File: src/rtl/mii_sched_pkg.sv
// Shared types and constants for the MII transmit scheduler.
package mii_sched_pkg;

    localparam int unsigned LEN_W  = 16;
    localparam int unsigned MODE_W = 8;

    localparam int unsigned DEF_N_REQ            = 4;
    localparam int unsigned DEF_PAYLOAD_MAX_SIZE = 1500;
    localparam int unsigned DEF_START_CYCLES     = 2;
    localparam int unsigned DEF_IFG_CYCLES       = 12;
    localparam int unsigned DEF_TIMEOUT_CYCLES   = 4096;

    typedef enum logic [2:0] {
        StIdle,
        StStart,
        StWaitTx,
        StTx,
        StIfg
    } sched_state_e;

    function automatic int unsigned max_u(input int unsigned a, input int unsigned b);
        return (a > b) ? a : b;
    endfunction

endpackage

File: src/rtl/rr_arbiter.sv
// Combinational round-robin arbiter: first set request after the last winner, with wraparound.
module rr_arbiter #(
    parameter int unsigned N     = 4,
    parameter int unsigned IDX_W = 2
) (
    input  logic [N-1:0]     i_req,
    input  logic [IDX_W-1:0] i_last,
    output logic [N-1:0]     o_grant,
    output logic [IDX_W-1:0] o_idx,
    output logic             o_valid
);

    logic [IDX_W-1:0] pos;

    always_comb begin
        o_grant = '0;
        o_idx   = '0;
        o_valid = 1'b0;
        pos     = '0;
        for (int unsigned k = 1; k <= N; k++) begin
            pos = IDX_W'((32'(i_last) + k) % N);
            if (!o_valid && i_req[pos]) begin
                o_valid      = 1'b1;
                o_idx        = pos;
                o_grant[pos] = 1'b1;
            end
        end
    end

endmodule

File: src/rtl/mii_tx_scheduler.sv
// Shares one MAC frame generator between N_REQ requesters with round-robin arbitration,
// length checking, inter-frame gap and stall timeout.
module mii_tx_scheduler
    import mii_sched_pkg::*;
#(
    parameter int unsigned N_REQ            = DEF_N_REQ,
    parameter int unsigned PAYLOAD_MAX_SIZE = DEF_PAYLOAD_MAX_SIZE,
    parameter int unsigned START_CYCLES     = DEF_START_CYCLES,
    parameter int unsigned IFG_CYCLES       = DEF_IFG_CYCLES,
    parameter int unsigned TIMEOUT_CYCLES   = DEF_TIMEOUT_CYCLES
) (
    input  logic                    clk,
    input  logic                    i_rst_n,
    input  logic                    i_enable,
    input  logic [N_REQ-1:0]        i_req,
    input  logic [LEN_W*N_REQ-1:0]  i_payload_length,
    input  logic [MODE_W*N_REQ-1:0] i_mode,
    input  logic                    i_tx_valid,
    output logic                    o_start,
    output logic [LEN_W-1:0]        o_payload_length,
    output logic [MODE_W-1:0]       o_mode,
    output logic [N_REQ-1:0]        o_grant,
    output logic [N_REQ-1:0]        o_done,
    output logic [N_REQ-1:0]        o_reject,
    output logic                    o_timeout,
    output logic                    o_busy,
    output logic [31:0]             o_frame_count
);

    localparam int unsigned IDX_W   = (N_REQ > 1) ? $clog2(N_REQ) : 1;
    // Counter is shared by START, WAIT_TX/TX and IFG phases.
    localparam int unsigned CNT_MAX = max_u(max_u(TIMEOUT_CYCLES, IFG_CYCLES), START_CYCLES);
    localparam int unsigned CNT_W   = $clog2(CNT_MAX + 1);

    localparam logic [CNT_W-1:0] START_LAST   = CNT_W'((START_CYCLES > 0) ? START_CYCLES - 1 : 0);
    localparam logic [CNT_W-1:0] TIMEOUT_LAST = CNT_W'((TIMEOUT_CYCLES > 0) ? TIMEOUT_CYCLES - 1 : 0);
    localparam logic [CNT_W-1:0] IFG_LAST     = CNT_W'((IFG_CYCLES > 0) ? IFG_CYCLES - 1 : 0);
    localparam sched_state_e     AFTER_FRAME  = (IFG_CYCLES == 0) ? StIdle : StIfg;

    sched_state_e        state_q, state_d;
    logic [CNT_W-1:0]    cnt_q, cnt_d;
    logic [IDX_W-1:0]    last_q, last_d;
    logic [N_REQ-1:0]    grant_q, grant_d;
    logic [LEN_W-1:0]    len_q, len_d;
    logic [MODE_W-1:0]   mode_q, mode_d;
    logic [N_REQ-1:0]    done_q, done_d;
    logic [N_REQ-1:0]    reject_q, reject_d;
    logic                timeout_q, timeout_d;
    logic [31:0]         count_q, count_d;

    logic [N_REQ-1:0]    arb_grant;
    logic [IDX_W-1:0]    arb_idx;
    logic                arb_valid;
    logic [LEN_W-1:0]    win_len;
    logic [MODE_W-1:0]   win_mode;
    logic                win_len_ok;

    rr_arbiter #(
        .N     (N_REQ),
        .IDX_W (IDX_W)
    ) u_arb (
        .i_req   (i_req),
        .i_last  (last_q),
        .o_grant (arb_grant),
        .o_idx   (arb_idx),
        .o_valid (arb_valid)
    );

    always_comb begin
        win_len  = '0;
        win_mode = '0;
        for (int unsigned i = 0; i < N_REQ; i++) begin
            if (arb_idx == IDX_W'(i)) begin
                win_len  = i_payload_length[i*LEN_W +: LEN_W];
                win_mode = i_mode[i*MODE_W +: MODE_W];
            end
        end
        win_len_ok = (win_len != '0) && (win_len <= LEN_W'(PAYLOAD_MAX_SIZE));
    end

    always_comb begin
        state_d   = state_q;
        cnt_d     = cnt_q;
        last_d    = last_q;
        grant_d   = grant_q;
        len_d     = len_q;
        mode_d    = mode_q;
        done_d    = '0;
        reject_d  = '0;
        timeout_d = 1'b0;
        count_d   = count_q;
        unique case (state_q)
            StIdle: begin
                if (i_enable && arb_valid) begin
                    last_d = arb_idx;
                    if (win_len_ok) begin
                        grant_d = arb_grant;
                        len_d   = win_len;
                        mode_d  = win_mode;
                        cnt_d   = '0;
                        state_d = StStart;
                    end else begin
                        reject_d = arb_grant;
                    end
                end
            end
            StStart: begin
                if (cnt_q == START_LAST) begin
                    cnt_d   = '0;
                    state_d = StWaitTx;
                end else begin
                    cnt_d = cnt_q + CNT_W'(1);
                end
            end
            StWaitTx: begin
                if (i_tx_valid) begin
                    cnt_d   = '0;
                    state_d = StTx;
                end else if (cnt_q == TIMEOUT_LAST) begin
                    timeout_d = 1'b1;
                    grant_d   = '0;
                    cnt_d     = '0;
                    state_d   = AFTER_FRAME;
                end else begin
                    cnt_d = cnt_q + CNT_W'(1);
                end
            end
            StTx: begin
                if (!i_tx_valid) begin
                    done_d  = grant_q;
                    count_d = count_q + 32'd1;
                    grant_d = '0;
                    cnt_d   = '0;
                    state_d = AFTER_FRAME;
                end else if (cnt_q == TIMEOUT_LAST) begin
                    timeout_d = 1'b1;
                    grant_d   = '0;
                    cnt_d     = '0;
                    state_d   = AFTER_FRAME;
                end else begin
                    cnt_d = cnt_q + CNT_W'(1);
                end
            end
            StIfg: begin
                if (cnt_q == IFG_LAST) begin
                    cnt_d   = '0;
                    state_d = StIdle;
                end else begin
                    cnt_d = cnt_q + CNT_W'(1);
                end
            end
            default: begin
                state_d = StIdle;
                grant_d = '0;
                cnt_d   = '0;
            end
        endcase
    end

    always_ff @(posedge clk or negedge i_rst_n) begin
        if (!i_rst_n) begin
            state_q   <= StIdle;
            cnt_q     <= '0;
            last_q    <= IDX_W'(N_REQ - 1);
            grant_q   <= '0;
            len_q     <= '0;
            mode_q    <= '0;
            done_q    <= '0;
            reject_q  <= '0;
            timeout_q <= 1'b0;
            count_q   <= '0;
        end else begin
            state_q   <= state_d;
            cnt_q     <= cnt_d;
            last_q    <= last_d;
            grant_q   <= grant_d;
            len_q     <= len_d;
            mode_q    <= mode_d;
            done_q    <= done_d;
            reject_q  <= reject_d;
            timeout_q <= timeout_d;
            count_q   <= count_d;
        end
    end

    assign o_start          = (state_q == StStart);
    assign o_busy           = (state_q != StIdle);
    assign o_payload_length = len_q;
    assign o_mode           = mode_q;
    assign o_grant          = grant_q;
    assign o_done           = done_q;
    assign o_reject         = reject_q;
    assign o_timeout        = timeout_q;
    assign o_frame_count    = count_q;

endmodule
File: config.mk
export PLATFORM = sky130hd
export DESIGN_NAME = mii_tx_scheduler
export DESIGN_NICKNAME = d
export VERILOG_FILES = /design/src/rtl/mii_sched_pkg.sv /design/src/rtl/rr_arbiter.sv /design/src/rtl/mii_tx_scheduler.sv
export SDC_FILE = /design/constraint.sdc
export NUM_CORES = 1
export LEC_CHECK = 0
export CAP_MARGIN = 20
export CELL_PAD_IN_SITES_DETAIL_PLACEMENT = 1
export CELL_PAD_IN_SITES_GLOBAL_PLACEMENT = 1
export CORE_MARGIN = 5
export CORE_UTILIZATION = 25
export CTS_CLUSTER_SIZE = 14
export DETAILED_ROUTE_END_ITERATION = 8
export PLACE_DENSITY = 0.59
export SYNTH_ARGS = -nofsm -noshare
export SYNTH_HDL_FRONTEND = slang
export SYNTH_SLANG_ARGS = --single-unit
File: constraint.sdc
create_clock -name clk -period 4.3 [get_ports clk]
set_input_delay 0.86 -clock clk [delete_from_list [all_inputs] [get_ports clk]]
set_output_delay 0.86 -clock clk [all_outputs]
set_load 0.1 [all_outputs]
==> impl_metrics.py, run 1 <==
metrics = {
    "outcome": {
        "outcome": "finished, final reports clean",
    },
    "floorplanning": {
        "floorplan.core_area_mm2": 0.02102,
        "rows": 53,
        "floorplan.initialDensity": 0.2543,
        "design.die.area_mm2": 0.02440,
        "io_pins": 175,
        "fp.dieW_um": 156.2,
        "die_h_um": 156.2,
    },
    "logic_synthesis": {
        "synth_area_per_cell_um2": 9.596,
        "synth-async-reset-ratio": 1.000,
        "post_synth_instance_area_mm2": 0.005345,
        "synth.yosys.seq_area_share": 0.4078,
        "edff_count_synth": 0,
        "netlist_instances": 557,
        "synthesis.yosys.warnings": 0,
        "main_flop_type_after_synthesis": "dfrtp_1",
        "post_synthesis_register_bit_count": 87,
        "synth.distinct_cells": 62,
        "post_synthesis_net_count": 671,
    },
    "drt": {
        "postRouteWirelength_um": 18800,
        "wl_met1_um": 8612,
        "detail_route.vias_per_cell": 4.980,
        "drt-wirelength-per-cell_um": 18.27,
        "drt_first_iter_violations": 232,
        "met3_wirelength_um": 985,
        "drtAntennaViolNets": 0,
        "highest_layer": "met4",
        "wl_met2_um": 8846,
        "drc": 0,
        "num_vias": 5124,
        "detail_route.first_pass.iterations": 4,
    },
    "clock_network": {
        "clock_tree_from_tritoncts": "yes",
        "root_buffer": "clkbuf_16",
        "cts_num_sinks": 87,
        "cts_buffer_depth": 2,
        "postCtsHoldBufs": 0,
        "clkTransAtPathRegs_ns": 0.07,
        "cts_htree_levels": 3,
        "clkLatencyLatePin_ns": 0.35,
        "cts_buffers": 9,
    },
    "place": {
        "placed_cells_incl_taps": 1005,
        "place_worst_setup_slack_ns": -0.1644,
        "dp.final_hpwl_um": 14390,
        "gp_congestion": 0.8798,
        "buffer_ports.inserted": 174,
    },
    "setup_path": {
        "worst_r2r_endpoint": "o_grant[1]$_DFFE_PN0P_",
        "cp_cell_sequence": "clkdlybuf4s50_1 > buf_4 > mux4_2 > nor2b_4 > o31a_2 > buf_4 > inv_1 > o41ai_2 > o22a_1 > o21ai_2 > or4_4 > buf_4 > mux2i_1",
        "crit-reg2reg-launch": "last_q[0]$_DFFE_PN1P_",
        "worst-setup-path-type": "input port to flip-flop",
        "path_buf_inv": 5,
        "end_kind": "flip-flop",
        "worstSetupStartpointType": "input port",
        "required_time_at_the_endpoint_of_the_critical_path_ns": 4.49,
        "worstPathArrival_ns": 4.32,
        "worst-r2r-cell-count": 13,
        "critical_path_peak_fanout": 9,
        "cpMostUsedCell": "buf_4",
        "reg2reg_setup_slack_ns": 0.32,
        "worst_path_max_delay_cell": "or4_4",
        "timing.critical_path.max_delay_family": "buffers and inverters",
        "crit_path_max_incr_delay_ns": 0.63,
    },
    "worst_hold_path": {
        "worst_hold_path.num_cells": 1,
        "hold_path_class": "flip-flop to flip-flop",
        "worstHoldEndpoint": "o_timeout$_DFF_PN0_",
        "hp-start": "cnt_q[12]$_DFFE_PN0P_",
    },
    "timing": {
        "timing.slew.headroom": 0.2994,
        "worst-slew-pin-transition_ns": 1.048,
        "finalHoldViolCount": 0,
        "setup_slack_ns": 0.1683,
        "final_period_minus_worst_setup_slack_ns": 4.132,
        "fin_skew_ns": 0.01211,
        "timing.final.max_slew_violations": 0,
        "rsz0062_at_grt": "false",
        "fmaxAchievable_mhz": 242.0,
        "finalCritPeriodShare": 0.9609,
        "finalSetupViolations": 0,
    },
    "final_layout": {
        "final_net_count": 863,
        "area_growth_syn_to_layout_pct": 48.50,
        "drive_above_1_share": 0.09284,
        "fin_cells": 1029,
        "diodes": 0,
    },
    "pwr": {
        "cellPowerDensity_mw_per_mm2": 701.8,
        "static-leakage-power_nw": 3.255,
        "totalPowerFinal_w": 0.005571,
        "peakVddDrop_mv": 0.5116,
    },
    "grt": {
        "via_count_of_the_first_global_routing_pass": 5513,
        "grt_util_all_layers": 0.1503,
        "grt_pass1_wl_um": 29620,
        "maximum_number_of_pins_on_one_net_before_global_route_repair": 88,
        "antenna_found_initial": 0,
        "final_global_route_overflow_total": 0,
    },
    "flow_run": {
        "timing.max_cap.violations": 0,
    },
}
## how the worst max path moves through the flow
stage                           from                         endpoint  cells past startpoint
2_1_floorplan  last_q[0]$_DFFE_PN1P_            o_mode[0]$_DFFE_PN0P_                     16
3_3_place_gp                i_req[3]            o_mode[0]$_DFFE_PN0P_                     12
3_5_place_dp                i_req[2]           o_grant[1]$_DFFE_PN0P_                     13
4_1_cts        last_q[1]$_DFFE_PN1P_           o_grant[1]$_DFFE_PN0P_                     13
5_1_grt                     i_req[2]  o_payload_length[0]$_DFFE_PN0P_                     12
6_report                    i_req[2]           o_grant[1]$_DFFE_PN0P_                     13
## synth_stat cells (11+ instances only)
master / n / area, um2
nand4_1: 13 / 81.33
xnor2_1: 26 / 227.7
nand2_1: 39 / 146.4
nand3_1: 21 / 105.1
mux2_1: 20 / 225.2
clkbuf_1: 13 / 48.80
o21ai_0: 15 / 75.07
nor3_1: 13 / 65.06
a211oi_1: 19 / 142.6
or3_1: 11 / 68.82
a21oi_1: 26 / 130.1
nor4_1: 14 / 87.58
nor2b_1: 18 / 112.6
and2_1: 13 / 81.33
inv_1: 22 / 82.58
nor2_1: 27 / 101.4
mux2i_1: 32 / 320.3
dfrtp_1: 85 / 2127
## per-layer routing
metal / track usage / vias to the layer above
met4: 0.04959 / 0
li1: - / 2435
met1: 0.1985 / 2515
met2: 0.2498 / 151
met5: 0 / -
met3: 0.02683 / 23
## cells by family after synthesis
kind of cell	after synthesis	share of synthesized area
AO/OA/AOI/OAI	105	0.1325
XOR/XNOR	34	0.05571
adder cells (fa/ha/maj)	11	0.02528
buffers and inverters	51	0.04307
flip-flops	87	0.4078
multiplexers	56	0.1147
AND/OR/NAND/NOR	213	0.2210
## cells in the final DEF (no fill, tap or decap), types with 19 or more instances in the layout
| cell | n |
|---|---|
| dfrtp_1 | 85 |
| nand3_1 | 21 |
| nand2_1 | 39 |
| inv_1 | 22 |
| a211oi_1 | 19 |
| buf_4 | 34 |
| nor2_1 | 27 |
| mux2_1 | 20 |
| clkdlybuf4s50_1 | 173 |
| xnor2_1 | 26 |
| mux2i_1 | 32 |
| a21oi_1 | 26 |
## report_power, final
part	switching, W	total [W]	internal [W]	leakage (nW)
registers	0.000141	0.00113	0.000988	1.15
clock network	0.000336	0.000865	0.000529	0.161
logic	0.00235	0.00358	0.00123	1.95
## through the flow
| step | area [um2] | hold WS (ns) | util | setup TNS, ns |
|---|---|---|---|---|
| final | 7938 | 0.4333 | 0.3776 | 0 |
| after global routing | 7938 | 0.4568 | 0.3776 | 0 |
| after CTS | 7831 | 0.4389 | 0.3725 | 0 |
| after detailed placement | 7500 | 0.4307 | 0.3568 | -3.480 |
| after global placement | 7500 | 0.4283 | 0.3568 | -0.02853 |
| after floorplan | 5345 | 0.4098 | - | 0 |
## layout make-up
class                      instances  area [um2]
sequential                        87        2180
clock buffer                      10       239.0
fill                            2398       13080
multi-input combinational        421        2985
timing repair buffer             208        2014
tap                              275       344.1
clock inverter                     6       92.59
inverter                          22       82.58
## timing repair
item                                    CTS  global route
resized for setup                         0             7
setup buffers                             0             5
endpoints found under the hold margin     0             0
endpoints found under the setup margin    0            39
## registers in the layout, indices dropped and copies added, names as in the netlist
signal,flops
o_frame_count,32
o_payload_length,16
cnt_q,13
o_mode,8
o_done,4
o_grant,4
o_reject,4
state_q,3
last_q,2
o_timeout,1
## worst register-to-register path: stages, from the launching register on
cell     delay [ns]
dfstp_2        0.53
inv_1          0.13
ha_2           0.47
mux4_2         0.38
nor2b_4        0.14
o31a_2         0.20
buf_4          0.17
inv_1          0.09
o41ai_2        0.40
o22a_1         0.22
o21ai_2        0.12
or4_4          0.63
buf_4          0.21
mux2i_1        0.12
Note: power is estimated with default switching activity, not from simulation.
==> run 2, diff against run 1 <==
- MAX_ROUTING_LAYER: not set -> met4
- SETUP_SLACK_MARGIN: not set -> 0.1
==> impl_metrics.py, run 2 (synthesis results as in run 1) <==
metrics = {
    "pwr": {
        "power.combinational.fraction": 0.648,
        "power_frac_seq": 0.206,
        "power.share.switching": 0.5151,
        "netSwitchingPower_w": 0.002855,
        "static-leakage-power_nw": 3.232,
        "cellPowerDensity_mw_per_mm2": 699.2,
        "clock_power_share": 0.146,
        "internal_power_w": 0.002688,
        "peakVddDrop_mv": 0.5866,
    },
    "grt": {
        "via_count_of_the_first_global_routing_pass": 5398,
        "antenna_found_initial": 0,
        "grt_pass1_wl_um": 29610,
        "final_global_route_overflow_total": 0,
        "maximum_number_of_pins_on_one_net_before_global_route_repair": 77,
        "grt_util_all_layers": 0.1560,
    },
    "setup_path": {
        "crit_cells": 11,
        "critical_path_peak_fanout": 7,
        "cp_cell_sequence": "clkdlybuf4s50_1 > mux4_2 > nor2b_4 > o31a_4 > or4_1 > a21oi_1 > o22a_1 > o21ai_2 > or4_4 > buf_4 > mux2i_1",
        "crit-reg2reg-launch": "last_q[1]$_DFFE_PN1P_",
        "path_buf_inv": 2,
        "crit_path_max_incr_delay_ns": 0.64,
        "worst_r2r_endpoint": "o_payload_length[10]$_DFFE_PN0P_",
        "timing.critical_path.max_delay_family": "simple AND/OR/NAND/NOR gates",
        "worstPathArrival_ns": 4.21,
        "worst-r2r-cell-count": 12,
        "end_kind": "flip-flop",
        "worstSetupStartpointType": "input port",
        "reg2reg_setup_slack_ns": 0.40,
        "worst_path_max_delay_cell": "or4_4",
        "critical_path_launch_point": "i_req[3]",
        "required_time_at_the_endpoint_of_the_critical_path_ns": 4.49,
        "worst-setup-path-type": "input port to flip-flop",
    },
    "worst_hold_path": {
        "hp-start": "cnt_q[12]$_DFFE_PN0P_",
        "worst_hold_path.num_cells": 1,
        "hold_path_class": "flip-flop to flip-flop",
        "worstHoldEndpoint": "o_timeout$_DFF_PN0_",
    },
    "drt": {
        "met3_wirelength_um": 876,
        "detail_route.first_pass.iterations": 4,
        "detail_route.vias_per_cell": 4.989,
        "drt-wirelength-per-cell_um": 18.64,
        "num_vias": 5114,
        "highest_layer": "met4",
        "drt_first_iter_violations": 288,
        "wl_met2_um": 9044,
        "drtAntennaViolNets": 0,
        "postRouteWirelength_um": 19100,
        "wl_met1_um": 8881,
        "drc": 0,
    },
    "floorplanning": {
        "floorplan.core_area_mm2": 0.02102,
        "rows": 53,
        "die_h_um": 156.2,
        "design.die.area_mm2": 0.02440,
        "io_pins": 175,
        "floorplan.initialDensity": 0.2543,
        "fp.dieW_um": 156.2,
    },
    "clock_network": {
        "clkLatencyLatePin_ns": 0.35,
        "postCtsHoldBufs": 0,
        "cts_buffers": 9,
        "cts_num_sinks": 87,
        "cts_htree_levels": 3,
        "clkTransAtPathRegs_ns": 0.07,
        "cts_buffer_depth": 2,
        "clock_tree_from_tritoncts": "yes",
        "root_buffer": "clkbuf_16",
    },
    "timing": {
        "finalCritPeriodShare": 0.9327,
        "fin_skew_ns": 0.009562,
        "final_period_minus_worst_setup_slack_ns": 4.011,
        "rsz0062_at_grt": "false",
        "finalSetupViolations": 0,
        "timing.final.max_slew_violations": 0,
        "finalHoldViolCount": 0,
        "fmaxAchievable_mhz": 249.3,
        "timing.slew.headroom": 0.3066,
        "worst-slew-pin-transition_ns": 1.037,
        "holdWs_ns": 0.4306,
        "fin_tns_setup_ns": 0,
    },
    "final_layout": {
        "fin_cells": 1025,
        "drive_above_1_share": 0.09200,
        "area_growth_syn_to_layout_pct": 48.31,
        "layout.cells.most_common": "clkdlybuf4s50_1",
        "fillers": 2373,
        "layout.cells.most_common_list": "clkdlybuf4s50_1, dfrtp_1, nand2_1, mux2i_1, buf_4",
        "finalInstanceArea_mm2": 0.007928,
        "final_net_count": 859,
        "diodes": 0,
        "largest_register_ff_count": 32,
        "finalCoreUtilization": 0.3771,
    },
    "place": {
        "placed_cells_incl_taps": 1004,
        "dpl_cell_area_mm2": 0.007505,
        "gp_congestion": 0.8742,
        "dp.final_hpwl_um": 14610,
        "buffer_ports.inserted": 174,
    },
    "flow_run": {
        "timing.max_cap.violations": 0,
    },
    "outcome": {
        "outcome": "finished, final reports clean",
    },
}
==> run 2: worst max-delay path by stage <==
stage | end | slack, ns
floorplan | o_mode[0]$_DFFE_PN0P_ | 0.33
global route | o_grant[1]$_DFFE_PN0P_ | 0.12
global placement | o_mode[0]$_DFFE_PN0P_ | -0.01
finish | o_grant[0]$_DFFE_PN0P_ | 0.29
detailed placement | o_grant[0]$_DFFE_PN0P_ | -0.12
CTS | o_grant[0]$_DFFE_PN0P_ | 0.13
==> run 2: power groups by stage <==
stage	clock [W]	combinational, W	sequential, W
2_1_floorplan	0	0.00158	0.00202
3_5_place_dp	0	0.00347	0.00116
6_report	0.000808	0.00359	0.00114
5_1_grt	0.000876	0.00386	0.00117
3_3_place_gp	0	0.00339	0.00116
4_1_cts	0.000836	0.00348	0.00115
==> run 2: final cells by class <==
type | count | area [um2] | area share
Clock buffer | 9 | 225.2 | 0.02841
Clock inverter | 7 | 78.83 | 0.009943
Inverter | 22 | 82.58 | 0.01042
Multi-Input combinational cell | 421 | 3017 | 0.3805
Sequential cell | 87 | 2183 | 0.2754
Tap cell | 275 | 344.1 | 0.04340
Timing Repair Buffer | 204 | 1997 | 0.2519
==> run 2: per-stage QoR <==
stage                     total power (W)  worst slack (ns)
after floorplan                  0.003604            0.3321
after global placement           0.004552          -0.01044
after detailed placement         0.004631           -0.1210
after CTS                        0.005471            0.1346
after global routing             0.005901            0.1196
final                            0.005543            0.2893
==> run 2: layer usage <==
metal	global-route usage	up-vias
li1	-	2424
met1	0.2049	2538
met2	0.2505	131
met3	0.02129	21
met4	0.04959	0
met5	-	-
==> run 2: timing repair <==
action / CTS / global route
endpoints found under the setup margin: 4 / 42
resized for setup: 1 / 12
pin swaps: 0 / 7
cloned: 0 / 2
setup buffers: 0 / 2
==> run 3, diff against run 2 <==
- SETUP_SLACK_MARGIN: 0.1 -> 0.15
==> impl_metrics.py, run 3 (synthesis results as in run 1) <==
metrics = {
    "timing": {
        "setup_slack_ns": 0.2702,
        "rsz0062_at_grt": "false",
        "finalCritPeriodShare": 0.9372,
        "worst-slew-pin-transition_ns": 1.037,
        "finalSetupViolations": 0,
        "finalHoldViolCount": 0,
        "fin_skew_ns": 0.009403,
        "fmaxAchievable_mhz": 248.1,
        "timing.final.max_slew_violations": 0,
        "final_period_minus_worst_setup_slack_ns": 4.030,
        "timing.slew.headroom": 0.3066,
    },
    "final_layout": {
        "diodes": 0,
        "final_net_count": 858,
        "fin_cells": 1024,
        "layout.cells.most_common_list": "clkdlybuf4s50_1, dfrtp_1, nand2_1, mux2i_1, buf_4",
        "largest_register_ff_count": 32,
        "area_growth_syn_to_layout_pct": 48.13,
        "drive_above_1_share": 0.09346,
        "layout.cells.most_common": "clkdlybuf4s50_1",
    },
    "floorplanning": {
        "design.die.area_mm2": 0.02440,
        "floorplan.core_area_mm2": 0.02102,
        "io_pins": 175,
        "floorplan.initialDensity": 0.2543,
        "die_h_um": 156.2,
        "rows": 53,
        "fp.dieW_um": 156.2,
    },
    "clock_network": {
        "clock_tree_from_tritoncts": "yes",
        "cts_htree_levels": 3,
        "root_buffer": "clkbuf_16",
        "clkTransAtPathRegs_ns": 0.07,
        "cts_buffer_depth": 2,
        "cts_num_sinks": 87,
        "clkLatencyLatePin_ns": 0.35,
        "cts_buffers": 9,
    },
    "drt": {
        "detail_route.first_pass.iterations": 4,
        "met3_wirelength_um": 843,
        "postRouteWirelength_um": 19180,
        "highest_layer": "met4",
        "drc": 0,
        "wl_met2_um": 9058,
        "drt_first_iter_violations": 254,
        "wl_met1_um": 8974,
        "drt-wirelength-per-cell_um": 18.73,
        "detail_route.vias_per_cell": 4.999,
        "drtAntennaViolNets": 0,
        "num_vias": 5119,
    },
    "pwr": {
        "peakVddDrop_mv": 0.5861,
        "static-leakage-power_nw": 3.227,
        "cellPowerDensity_mw_per_mm2": 699.4,
    },
    "grt": {
        "final_global_route_overflow_total": 0,
        "maximum_number_of_pins_on_one_net_before_global_route_repair": 77,
        "grt_pass1_wl_um": 29640,
        "grt_util_all_layers": 0.1562,
        "via_count_of_the_first_global_routing_pass": 5405,
        "antenna_found_initial": 0,
    },
    "setup_path": {
        "cp_cell_sequence": "clkdlybuf4s50_1 > mux4_2 > nor2b_4 > o31a_4 > or4_1 > a21oi_1 > o22a_1 > o21ai_2 > or4_4 > buf_4 > mux2i_1",
        "timing.critical_path.max_delay_family": "simple AND/OR/NAND/NOR gates",
        "path_buf_inv": 2,
        "required_time_at_the_endpoint_of_the_critical_path_ns": 4.50,
        "end_kind": "flip-flop",
        "critical_path_peak_fanout": 7,
        "worstPathArrival_ns": 4.23,
        "crit_path_max_incr_delay_ns": 0.64,
        "worst-setup-path-type": "input port to flip-flop",
        "worst_path_max_delay_cell": "or4_4",
        "worstSetupStartpointType": "input port",
    },
    "outcome": {
        "outcome": "finished, final reports clean",
    },
    "flow_run": {
        "timing.max_cap.violations": 0,
    },
    "place": {
        "gp_congestion": 0.8742,
        "buffer_ports.inserted": 174,
        "placed_cells_incl_taps": 1004,
        "place_worst_setup_slack_ns": -0.1210,
        "dp.final_hpwl_um": 14610,
    },
    "worst_hold_path": {
        "hold_path_class": "flip-flop to flip-flop",
    },
}
[run 3: timing repair]
| action | CTS | global route |
|---|---|---|
| setup endpoints to repair | 23 | 37 |
| setup buffers | 1 | 0 |
| hold buffers | 0 | 0 |
| cloned | 0 | 2 |
| pin swaps | 0 | 6 |
| gates resized for setup | 1 | 12 |
[run 3: cell type report]
cell class              count  area (um2)
inverters                  22       82.58
clock inverters             7       78.83
flip-flops and latches     87        2180
repair buffers            203        1989
multi-input cells         421        3018
clock buffers               9       225.2
well taps                 275       344.1
fillers                  2370       13100
[run 3: path summary, 6_finish.rpt]
| kind | startpoint | endpoint | slack (ns) | cells after the start |
|---|---|---|---|---|
| max in group asynchronous | i_rst_n | last_q[0]$_DFFE_PN1P_ | 3.22 | 2 |
| hold / removal | cnt_q[12]$_DFFE_PN0P_ | o_timeout$_DFF_PN0_ | 0.43 | 1 |
| setup reg to reg | last_q[0]$_DFFE_PN1P_ | o_payload_length[10]$_DFFE_PN0P_ | 0.36 | 12 |
| hold reg to reg | cnt_q[12]$_DFFE_PN0P_ | o_timeout$_DFF_PN0_ | 0.43 | 1 |
| setup / recovery | i_req[3] | o_grant[0]$_DFFE_PN0P_ | 0.27 | 11 |
| min in group asynchronous | i_rst_n | o_frame_count[19]$_DFFE_PN0P_ | 0.44 | 1 |
[run 3: power breakdown]
group	internal [W]	switching, W
clock network	0.000457	0.000351
logic	0.00123	0.00237
registers	0.000988	0.000145
total	0.00267	0.00286
[run 3: worst register-to-register path: stages (launching register included)]
cell and delay [ns]:
dfstp_2 0.54, inv_1 0.14, ha_2 0.48, nand2b_1 0.19, o32ai_1 0.11, or3_4 0.41, o21ai_4 0.32, mux2i_2 0.31
buf_4 0.16, a21o_1 0.08, inv_1 0.10, or4_4 0.63, mux2_1 0.36
[run 3: routing by layer]
metal,global-route usage,vias to the layer above
met1,0.2052,2545
met3,0.02129,21
met4,0.04959,0
met2,0.2507,128
met5,-,-
li1,-,2425
[run 3: through the flow]
stage          area [um2]    util  TNS (ns)  power [W]  hold slack [ns]
6_report             7918  0.3766         0   0.005537           0.4306
3_3_place_gp         7505  0.3570   -0.1961   0.004552           0.4243
2_1_floorplan        5345       -         0   0.003604           0.4098
3_5_place_dp         7505  0.3570    -2.080   0.004631           0.4279
5_1_grt              7918  0.3766         0   0.005892           0.4553
4_1_cts              7819  0.3719         0   0.005478           0.4377
